**src/rtl/line_clear_controller_pkg.sv**
```systemverilog
// Shared definitions for the line-clear sequencer.
// Contents: playfield dimensions used as parameter defaults and the
// line_clear_states_t FSM state encoding.
package line_clear_controller_pkg;

  localparam int PLAYFIELD_ROWS = 20;
  localparam int PLAYFIELD_COLS = 10;

  typedef enum logic [1:0] {
    LC_IDLE,
    LC_SCAN,
    LC_FILL,
    LC_DONE
  } line_clear_states_t;

endpackage

```
**src/rtl/line_clear_controller_counter.sv**
```systemverilog
// Loadable up/down counter used for the row pointers and the cleared-row count.
// Ports:
//   clk, rst_l    clock, asynchronous active-low reset (clears q)
//   load, d       synchronous load of d; wins over en
//   en            count enable
//   up            1 = increment, 0 = decrement (modulo 2^W)
//   q             current count
module line_clear_controller_counter #(
  parameter int W = 5
) (
  input  logic         clk,
  input  logic         rst_l,
  input  logic         load,
  input  logic         en,
  input  logic         up,
  input  logic [W-1:0] d,
  output logic [W-1:0] q
);

  always_ff @(posedge clk or negedge rst_l) begin
    if (!rst_l)    q <= '0;
    else if (load) q <= d;
    else if (en)   q <= up ? q + W'(1) : q - W'(1);
  end

endmodule

```
**src/rtl/line_clear_controller.sv**
```systemverilog
// Line-clear sequencer for the playfield row RAM.
// After a piece lock it scans rows bottom-up, drops full rows, compacts the
// survivors downward, zero-fills the vacated top rows, then reports the count.
// Ports:
//   clk, rst_l            clock, asynchronous active-low reset
//   start                 begin a pass (only honoured while idle)
//   abort                 game end: back to idle next edge, no done
//   clear_total           zero lines_total (wins over a same-cycle update)
//   rd_row / rd_data      combinational playfield read port
//   wr_en/wr_row/wr_data  playfield write port, commits at clk edge
//   busy                  high whenever not idle
//   done                  one-cycle pass-complete pulse
//   lines_cleared         rows removed by the last pass
//   lines_total           saturating running total
module line_clear_controller
  import line_clear_controller_pkg::*;
#(
  parameter int ROWS = PLAYFIELD_ROWS,
  parameter int COLS = PLAYFIELD_COLS,
  parameter int RW   = $clog2(ROWS),
  parameter int CW   = $clog2(ROWS + 1),
  parameter int TW   = 16
) (
  input  logic            clk,
  input  logic            rst_l,
  input  logic            start,
  input  logic            abort,
  input  logic            clear_total,
  output logic [RW-1:0]   rd_row,
  input  logic [COLS-1:0] rd_data,
  output logic            wr_en,
  output logic [RW-1:0]   wr_row,
  output logic [COLS-1:0] wr_data,
  output logic            busy,
  output logic            done,
  output logic [CW-1:0]   lines_cleared,
  output logic [TW-1:0]   lines_total
);

  line_clear_states_t state;

  logic [RW-1:0] src, dst;
  logic [CW-1:0] cnt, cnt_nxt, fin_cnt;
  logic          full, accept, in_scan, in_fill;
  logic          src_en, dst_en, cnt_en;
  logic [TW:0]   sum;
  logic [TW-1:0] tot_nxt;

  assign in_scan = (state == LC_SCAN);
  assign in_fill = (state == LC_FILL);
  assign full    = &rd_data;
  assign accept  = (state == LC_IDLE) && start && !abort;

  // src walks every row; dst only moves past rows that survive or get filled,
  // so dst >= src always holds and no write lands on an unread row.
  assign src_en = in_scan;
  assign dst_en = (in_scan && !full) || in_fill;
  assign cnt_en = in_scan && full;

  line_clear_controller_counter #(.W(RW)) u_src (
    .clk(clk), .rst_l(rst_l), .load(accept), .en(src_en), .up(1'b0),
    .d(RW'(ROWS - 1)), .q(src)
  );

  line_clear_controller_counter #(.W(RW)) u_dst (
    .clk(clk), .rst_l(rst_l), .load(accept), .en(dst_en), .up(1'b0),
    .d(RW'(ROWS - 1)), .q(dst)
  );

  line_clear_controller_counter #(.W(CW)) u_cnt (
    .clk(clk), .rst_l(rst_l), .load(accept), .en(cnt_en), .up(1'b1),
    .d('0), .q(cnt)
  );

  // Count including the row being scanned this cycle; lets the last SCAN
  // cycle decide FILL vs DONE and publish results on entry to DONE.
  assign cnt_nxt = cnt + CW'(full);
  assign fin_cnt = in_scan ? cnt_nxt : cnt;
  assign sum     = {1'b0, lines_total} + (TW+1)'(fin_cnt);
  assign tot_nxt = sum[TW] ? '1 : sum[TW-1:0];

  // Write port is a pure function of state so abort drops it at once.
  assign rd_row  = src;
  assign wr_en   = (in_scan && !full && (src != dst)) || in_fill;
  assign wr_row  = wr_en ? dst : '0;
  assign wr_data = (in_scan && wr_en) ? rd_data : '0;

  always_ff @(posedge clk or negedge rst_l) begin
    if (!rst_l) begin
      state         <= LC_IDLE;
      busy          <= 1'b0;
      done          <= 1'b0;
      lines_cleared <= '0;
      lines_total   <= '0;
    end else begin
      done <= 1'b0;
      if (abort) begin
        state <= LC_IDLE;
        busy  <= 1'b0;
      end else begin
        case (state)
          LC_IDLE: if (start) begin
            state <= LC_SCAN;
            busy  <= 1'b1;
          end
          LC_SCAN: if (src == '0) begin
            if (cnt_nxt != '0) begin
              state <= LC_FILL;
            end else begin
              state         <= LC_DONE;
              done          <= 1'b1;
              lines_cleared <= fin_cnt;
              lines_total   <= tot_nxt;
            end
          end
          LC_FILL: if (dst == '0) begin
            state         <= LC_DONE;
            done          <= 1'b1;
            lines_cleared <= fin_cnt;
            lines_total   <= tot_nxt;
          end
          LC_DONE: begin
            state <= LC_IDLE;
            busy  <= 1'b0;
          end
          default: begin
            state <= LC_IDLE;
            busy  <= 1'b0;
          end
        endcase
      end
      if (clear_total) lines_total <= '0;
    end
  end

endmodule

```
**config.mk**
```make
export PLATFORM = sky130hd
export DESIGN_NAME = line_clear_controller
export DESIGN_NICKNAME = d
export VERILOG_FILES = /design/src/rtl/line_clear_controller_pkg.sv /design/src/rtl/line_clear_controller_counter.sv /design/src/rtl/line_clear_controller.sv
export SDC_FILE = /design/constraint.sdc
export NUM_CORES = 1
export LEC_CHECK = 0
export ABC_AREA = 1
export CAP_MARGIN = 25
export CORE_UTILIZATION = 32
export DETAILED_ROUTE_END_ITERATION = 8
export HOLD_SLACK_MARGIN = 0.05
export RECOVER_POWER = 25
export SLEW_MARGIN = 20
export SYNTH_ARGS = -nofsm -noshare
export SYNTH_HDL_FRONTEND = slang
export SYNTH_SLANG_ARGS = --single-unit
```
**constraint.sdc**
```tcl
create_clock -name clk -period 4.71 [get_ports clk]
set_clock_uncertainty 0.2 [all_clocks]
set_input_delay 0.471 -clock clk [delete_from_list [all_inputs] [get_ports clk]]
set_output_delay 0.471 -clock clk [all_outputs]
set_load 0.01 [all_outputs]
```
==> impl_metrics.csv <==
group,metric,value,unit
run_status,status,"complete, but fails checks",
run_status,failed_checks,"max-capacitance violations, max-slew violations",
detailed_routing,via_count,2901,
logic_synthesis,syn-num-nets,474,
grt,antenna_found_initial,0,
logic_synthesis,synth_largest_area_cell,"dfrtp_1",
grt,grt_pass1_vias,2863,
detailed_routing,drt_iter0_drc,127,
worst_setup_path,crit_fanout,11,
clock_tree,clockRootBuffer,"clkbuf_8",
logic_synthesis,synth_edf_count,0,
floorplanning,core_area,9200,sq um
clock_tree,clockBufferDepth,2,
clock_tree,clk_pin_slew,80,ps
grt,overflow,0,
detailed_routing,vias_per_cell,4.74,
detailed_routing,wirelength,7.62,mm
placement,hpwlAfterDp,5.68,mm
logic_synthesis,synth_top_area_share,0.332,
logic_synthesis,synthTopCellsByCount,"128 x nand2_1, 61 x nand3_1, 60 x inv_1",
power_and_ir_drop,combPwrFrac,0.505,
logic_synthesis,async_flop_share,1.00,
power_and_ir_drop,clkPwrFrac,0.178,
worst_setup_path,critPathLaunchType,"primary input",
placement,io_buffers,58,
logic_synthesis,synth_warnings,0,
grt,grt_pass1_wl,13.0,mm
layout,register_area,1000,sq um
clock_tree,clkLatencyLatePin,300,ps
sta,slew_violations,33,
clock_tree,cts.sinks,40,
power_and_ir_drop,internal_power,985,uW
logic_synthesis,synth_flop_cell,"dfrtp_1",
logic_synthesis,syn_area_per_cell,6.84,sq um
power_and_ir_drop,switchingPower,752,uW
worst_setup_path,crit_family,"simple AND/OR/NAND/NOR gates",
worst_hold_path,hp-class,"flip-flop to flip-flop",
power_and_ir_drop,switching_share,0.433,
placement,gp_congestion,0.875,
layout,drive_gt1_frac,0.0479,
power_and_ir_drop,p_leak,1.89,nW
sta,fmaxAchievable,255,MHz
power_and_ir_drop,seq_power_share,0.316,
floorplanning,dieArea,9810,sq um
sta,layout_min_cycle_time,3920,ps
clock_tree,htreeDepth,2,
layout,syn_to_final_growth,26.3,%
logic_synthesis,syn-cell-area,3020,sq um
sta,fin_setup_tns,0,ps
grt,grt_usage,0.163,
worst_setup_path,crit_type,"primary input to flip-flop",
layout,multi_input_area,1720,sq um
logic_synthesis,synth_cell_type_count,34,
power_and_ir_drop,power.density,456,nW/um^2
worst_setup_path,cpMostUsedCell,"nand2_1",
floorplanning,start_util,0.328,
worst_setup_path,required,4700,ps
power_and_ir_drop,peakVddDrop,0.127,mV
logic_synthesis,yosysMostFrequentCell,"nand2_1",
logic_synthesis,ys_ff_latch,40,
sta,period_share,0.832,
detailed_routing,wl_per_cell,12.5,um
layout,nets,533,
detailed_routing,antenna_left,0,
clock_tree,numCtsBuffers,5,
worst_setup_path,crit_buf_inv,2,
worst_setup_path,crit_chain,"clkdlybuf4s50_1, inv_1, nor3_1, nor4b_1, ha_1, ha_1, nand3_1, nand2_1, nand2_1, o21ai_0, ha_1, nand2_1, nor2_1, nand2_1, nand2_1, nand3_1, nand3_1, nand2_1, nand2_1",
worst_setup_path,cp_slowest_cell,"clkdlybuf4s50_1",
sta,setup_viol,0,
clock_tree,cts_tree,"yes",
clock_tree,cts_setup_buffers,0,
logic_synthesis,ys_seq_area_frac,0.332,
layout,fill_cells,969,
sta,worstMarginPinSlew,1800,ps
flow_run,drv_cap,1,
floorplanning,io_pins,59,
layout,n_antenna_cell,0,
sta,relSlewSlack,-0.199,
worst_setup_path,crit_arrival,3910,ps
placement,dp_slack,475,ps
logic_synthesis,synth_cells,441,
grt,grt_max_degree,41,
floorplanning,die_w,99.1,um
sta,rsz0062_at_grt,"false",
logic_synthesis,synth_area_leaders,"dfrtp_1 33%, nand2_1 16%, nand3_1 10%, inv_1 7.5%, ha_1 7.1%",
detailed_routing,route.detailed.drc,0,
worst_setup_path,endpoint_kind,"flip-flop",
detailed_routing,dr.pass1.iters,5,
sta,hold_viol,0,
floorplanning,die_height,99.1,um
floorplanning,rows,35,
worst_setup_path,max_stage_delay,460,ps
sta,setup_ws,791,ps
## worst paths after layout
kind | startpoint | end | slack, ps | depth (start not counted)
max | rd_data[1] | lines_total[8] | 790 | 19
max in group asynchronous | rst_l | lines_total[3] | 1800 | 3
min reg2reg | lines_cleared[0] | lines_cleared[0] | 280 | 2
min in group asynchronous | rst_l | lines_total[13] | 460 | 2
max reg2reg | state[1] | lines_total[8] | 1090 | 15
min | lines_cleared[0] | lines_cleared[0] | 280 | 2
## power groups by stage
stage,clock network (mW),logic [mW],registers [mW]
2_1_floorplan,0,0.585,0.543
6_report,0.310,0.877,0.549
4_1_cts,0.319,0.886,0.551
5_1_grt,0.334,1.00,0.566
3_5_place_dp,0,0.882,0.558
3_3_place_gp,0,0.869,0.553
## sequential cells by signal (all words and copies together), names as in the netlist
| register | count |
|---|---|
| lines_total | 16 |
| lines_cleared | 5 |
| u_cnt.q | 5 |
| u_dst.q | 5 |
| u_src.q | 5 |
| state | 2 |
| busy | 1 |
| done | 1 |
## layout make-up
type	instances	share of cell area
Tap cell	111	0.0365
Multi-Input combinational cell	330	0.452
Timing Repair Buffer	60	0.154
Clock buffer	6	0.0217
Sequential cell	40	0.263
Inverter	63	0.0621
Clock inverter	2	0.0102
## worst reg2reg max path, cell delays in order (launching register included)
cell and delay, ps:
dfrtp_1 430, inv_1 120, ha_1 610, inv_1 300
o21ai_0 380, ha_1 360, nand2_1 90, nand2_1 80
inv_2 60, nand2_2 60, nand2_1 110, nand2_1 80
nand3_1 340, nand3_1 150, nand2_1 100, nand2_1 50
## per-stage QoR
stage	util	instance area (sq um)	hold slack (ps)	std cells	total power, mW
floorplan	-	3020	-24.6	441	1.13
global placement	0.400	3670	265	602	1.42
detailed placement	0.400	3670	267	602	1.44
CTS	0.413	3800	150	610	1.76
global route	0.414	3810	323	612	1.90
finish	0.414	3810	282	612	1.74
## cell usage in the layout, fill, tap and decap left out, drive strengths merged
| cell | instances |
|---|---|
| xor2 | 9 |
| bufinv | 1 |
| clkbuf | 8 |
| clkinv | 2 |
| fa | 1 |
| a31oi | 1 |
| nor2 | 46 |
| dfrtp | 40 |
| nand3 | 64 |
| nor3 | 5 |
| o21ai | 26 |
| o211ai | 1 |
| inv | 62 |
| clkdlybuf4s50 | 57 |
| ha | 17 |
| nor4b | 1 |
| or2 | 1 |
| a21oi | 8 |
| nand3b | 4 |
| nand2 | 133 |
| and2 | 3 |
| xnor2 | 4 |
| dlygate4sd3 | 1 |
| nand4 | 6 |
## metal layers
layer / vias to the layer above / share of wire / GRT usage / wire length [um]
met5: - / 0 / 0 / 0
met1: 1326 / 0.49 / 0.213 / 3740
met3: 12 / 0.024 / 0.0241 / 186
met2: 41 / 0.47 / 0.279 / 3570
met4: 0 / 0.017 / 0.0464 / 126
li1: 1522 / - / - / -
## what timing repair did
item | CTS | global route
hold buffers | 0 | 1
gates resized for setup | 0 | 0
hold endpoints to repair | 0 | 8
## cell families after synthesis
group | after synthesis | synth area share
and+or+nand+nor | 263 | 0.392
adders and majority gates | 18 | 0.0772
DFF | 40 | 0.332
xor gates and xnor gates | 13 | 0.0378
AOI/OAI and AO/OA | 36 | 0.0647
buffers and inverters | 71 | 0.0967
No activity file was read; power rests on OpenSTA's default activity.
==> patch: new RTL, config.mk and constraints unchanged <==
The package constant `PLAYFIELD_ROWS` goes from 20 to 40.
--- a/src/rtl/line_clear_controller_pkg.sv
+++ b/src/rtl/line_clear_controller_pkg.sv
@@ -3,7 +3,7 @@
 // line_clear_states_t FSM state encoding.
 package line_clear_controller_pkg;
 
-  localparam int PLAYFIELD_ROWS = 20;
+  localparam int PLAYFIELD_ROWS = 40;
   localparam int PLAYFIELD_COLS = 10;
 
   typedef enum logic [1:0] {
Interface: changed (resized lines_cleared, rd_row and wr_row); port bits go from 59 to 62. The function was not compared with the original's and may differ.
==> patch against the unedited design <==
- the flow still finishes with violations (max-capacitance violations, max-slew violations)
- power increased by 6.0%
- synthesized area increased by 9.8%
- sequential cell count increased by 4
- count of clock-buffer cells in the layout unchanged
- first-iteration DRC count increased by 13%
- utilization increased by 0.59 points
- fmax decreased by 5.8%
- worst setup slack got worse by 0.24 ns
- hold slack improved by 0.0036 ns
- synthesized cell count increased by 10%
- final area increased by 9.3%
- wire length increased by 16%
- critical endpoint is now lines_total[14]$_DFFE_PN0P_
- largest power group unchanged
==> patch: results (changes against the unedited design) <==
routing:
  detail_route.first_pass.iterations: 4  # -1
  met3_routed_length_um: 433  # +130%
  route.met2.wl_mm: 4.16  # +17%
  first_iter_violations: 143  # +13%
  wl_met1_mm: 4.11  # +9.8%
  post_drt_via_cell_ratio: 4.76  # +0.48%
  routed_wire_length_per_instance_um: 12.9  # +3.7%
critical_path:
  r2r-end: "lines_total[14]$_DFFE_PN0P_"
  worst_path_largest_cell_delay_ns: 0.50  # +0.04 ns
  timing.critical_path.from: "rd_data[6]"
  cp_max_fo: 14  # +3
  worst_setup_slack_for_register_to_register_paths_ns: 0.94  # -0.15 ns
power:
  power.static_leakage_nw: 2.03  # +7.3%
  power_switching_share_pct: 44.3  # +0.98 points
  pwr.group.clock_w: 0.000301  # -3%
  power.combinational.total_w: 0.000967  # +10%
  irDropWorstVdd_mv: 0.138  # +8.8%
placement:
  place_worst_setup_slack_ns: 0.270  # -0.206 ns
  io_buffer_count: 61  # +5.2%
  gp_congestion: 0.876  # +0.14%
  post-dp-hpwl_mm: 6.70  # +18%
global_routing:
  globalRouteMet2Util_pct: 29.8  # +1.9 points
  grt.met3_usage_pct: 3.34  # +0.92 points
  groute.usage.overall_pct: 17.0  # +0.74 points
  grt_start_max_net_pins: 30  # -27%
  grt_pass1_vias: 3196  # +12%
  gr_met1_demand_resource_pct: 21.2  # -0.084 points
synthesis:
  synth.cells.most_frequent: "sky130_fd_sc_hd__nand2_1 (139), sky130_fd_sc_hd__inv_1 (63), sky130_fd_sc_hd__nand3_1 (59)"
  synth_sequential_area_ratio_pct: 33.3  # +0.063 points
  synth_nets: 519  # +9.5%
  synth.lib_cells_used.distinct: 36  # +5.9%
  netlist_top_cells_area: "sky130_fd_sc_hd__dfrtp_1 (33%), sky130_fd_sc_hd__nand2_1 (16%), sky130_fd_sc_hd__nand3_1 (8.9%), sky130_fd_sc_hd__inv_1 (7.1%), sky130_fd_sc_hd__ha_1 (6.8%)"
clocking:
  cts.repair_timing.setup_buffer_count: 0  # unchanged
final_layout:
  drive_gt1_share_pct: 4.73  # -0.063 points
  num-nets-final: 583  # +9.4%
  fill_cells: 1039  # +7.2%
  max_flop_register: "lines_total"
min_path:
  timing.hold.worst.class: "register to register"
run:
  max_cap_check_violation_count: 1  # unchanged
timing:
  final.period_utilization_pct: 88.4  # +5.2 points
  maxSlewViolCount: 30  # -9.1%
  max-slew-margin-rel_pct: -10.9  # +9.0 points
status:
  violated_checks: "max-capacitance violations, max-slew violations"
  outcome: "complete, but fails checks"
==> patch: worst min path at each step <==
stage                                      start                            to
floorplan                                  rst_l              busy$_DFFE_PN0P_
global placement    lines_cleared[0]$_DFFE_PN0P_  lines_cleared[0]$_DFFE_PN0P_
detailed placement                         rst_l  lines_cleared[2]$_DFFE_PN0P_
CTS                 lines_cleared[0]$_DFFE_PN0P_  lines_cleared[0]$_DFFE_PN0P_
global route        lines_cleared[2]$_DFFE_PN0P_  lines_cleared[2]$_DFFE_PN0P_
finish              lines_cleared[0]$_DFFE_PN0P_  lines_cleared[0]$_DFFE_PN0P_
==> patch: area by class of cell <==
type                       instances  area, µm²  area share, %
multi-input combinational        364       1900           45.5
sequential                        44       1100           26.5
timing repair buffer              65        633           15.2
inverter                          69        259           6.22
tap                              133        166           4.00
clock buffer                       6       72.6           1.74
clock inverter                     2       35.0          0.842
==> patch: stage by stage <==
| stage | instances | hold WS (ns) | cell area, µm² | total power (W) |
|---|---|---|---|---|
| finish | 683 | 0.286 | 4160 | 0.00184 |
| global placement | 673 | 0.257 | 4040 | 0.00154 |
| CTS | 683 | 0.294 | 4180 | 0.00186 |
| global route | 683 | 0.315 | 4160 | 0.00200 |
| floorplan | 485 | -0.0246 | 3310 | 0.00119 |
| detailed placement | 674 | 0.222 | 4060 | 0.00155 |
==> patch: repair_timing <==
item,4_1_cts,5_1_grt
hold buffers,1,0
hold endpoints to repair,15,0
endpoints found under the setup margin,0,0
==> patch: cell families after synthesis <==
| group | share of synthesized area (%) |
|---|---|
| xor+xnor | 2.65 |
| buf+inv | 9.49 |
| simple gates | 39.3 |
| fa+ha+maj | 7.41 |
| flops | 33.3 |
| compound gates | 7.90 |
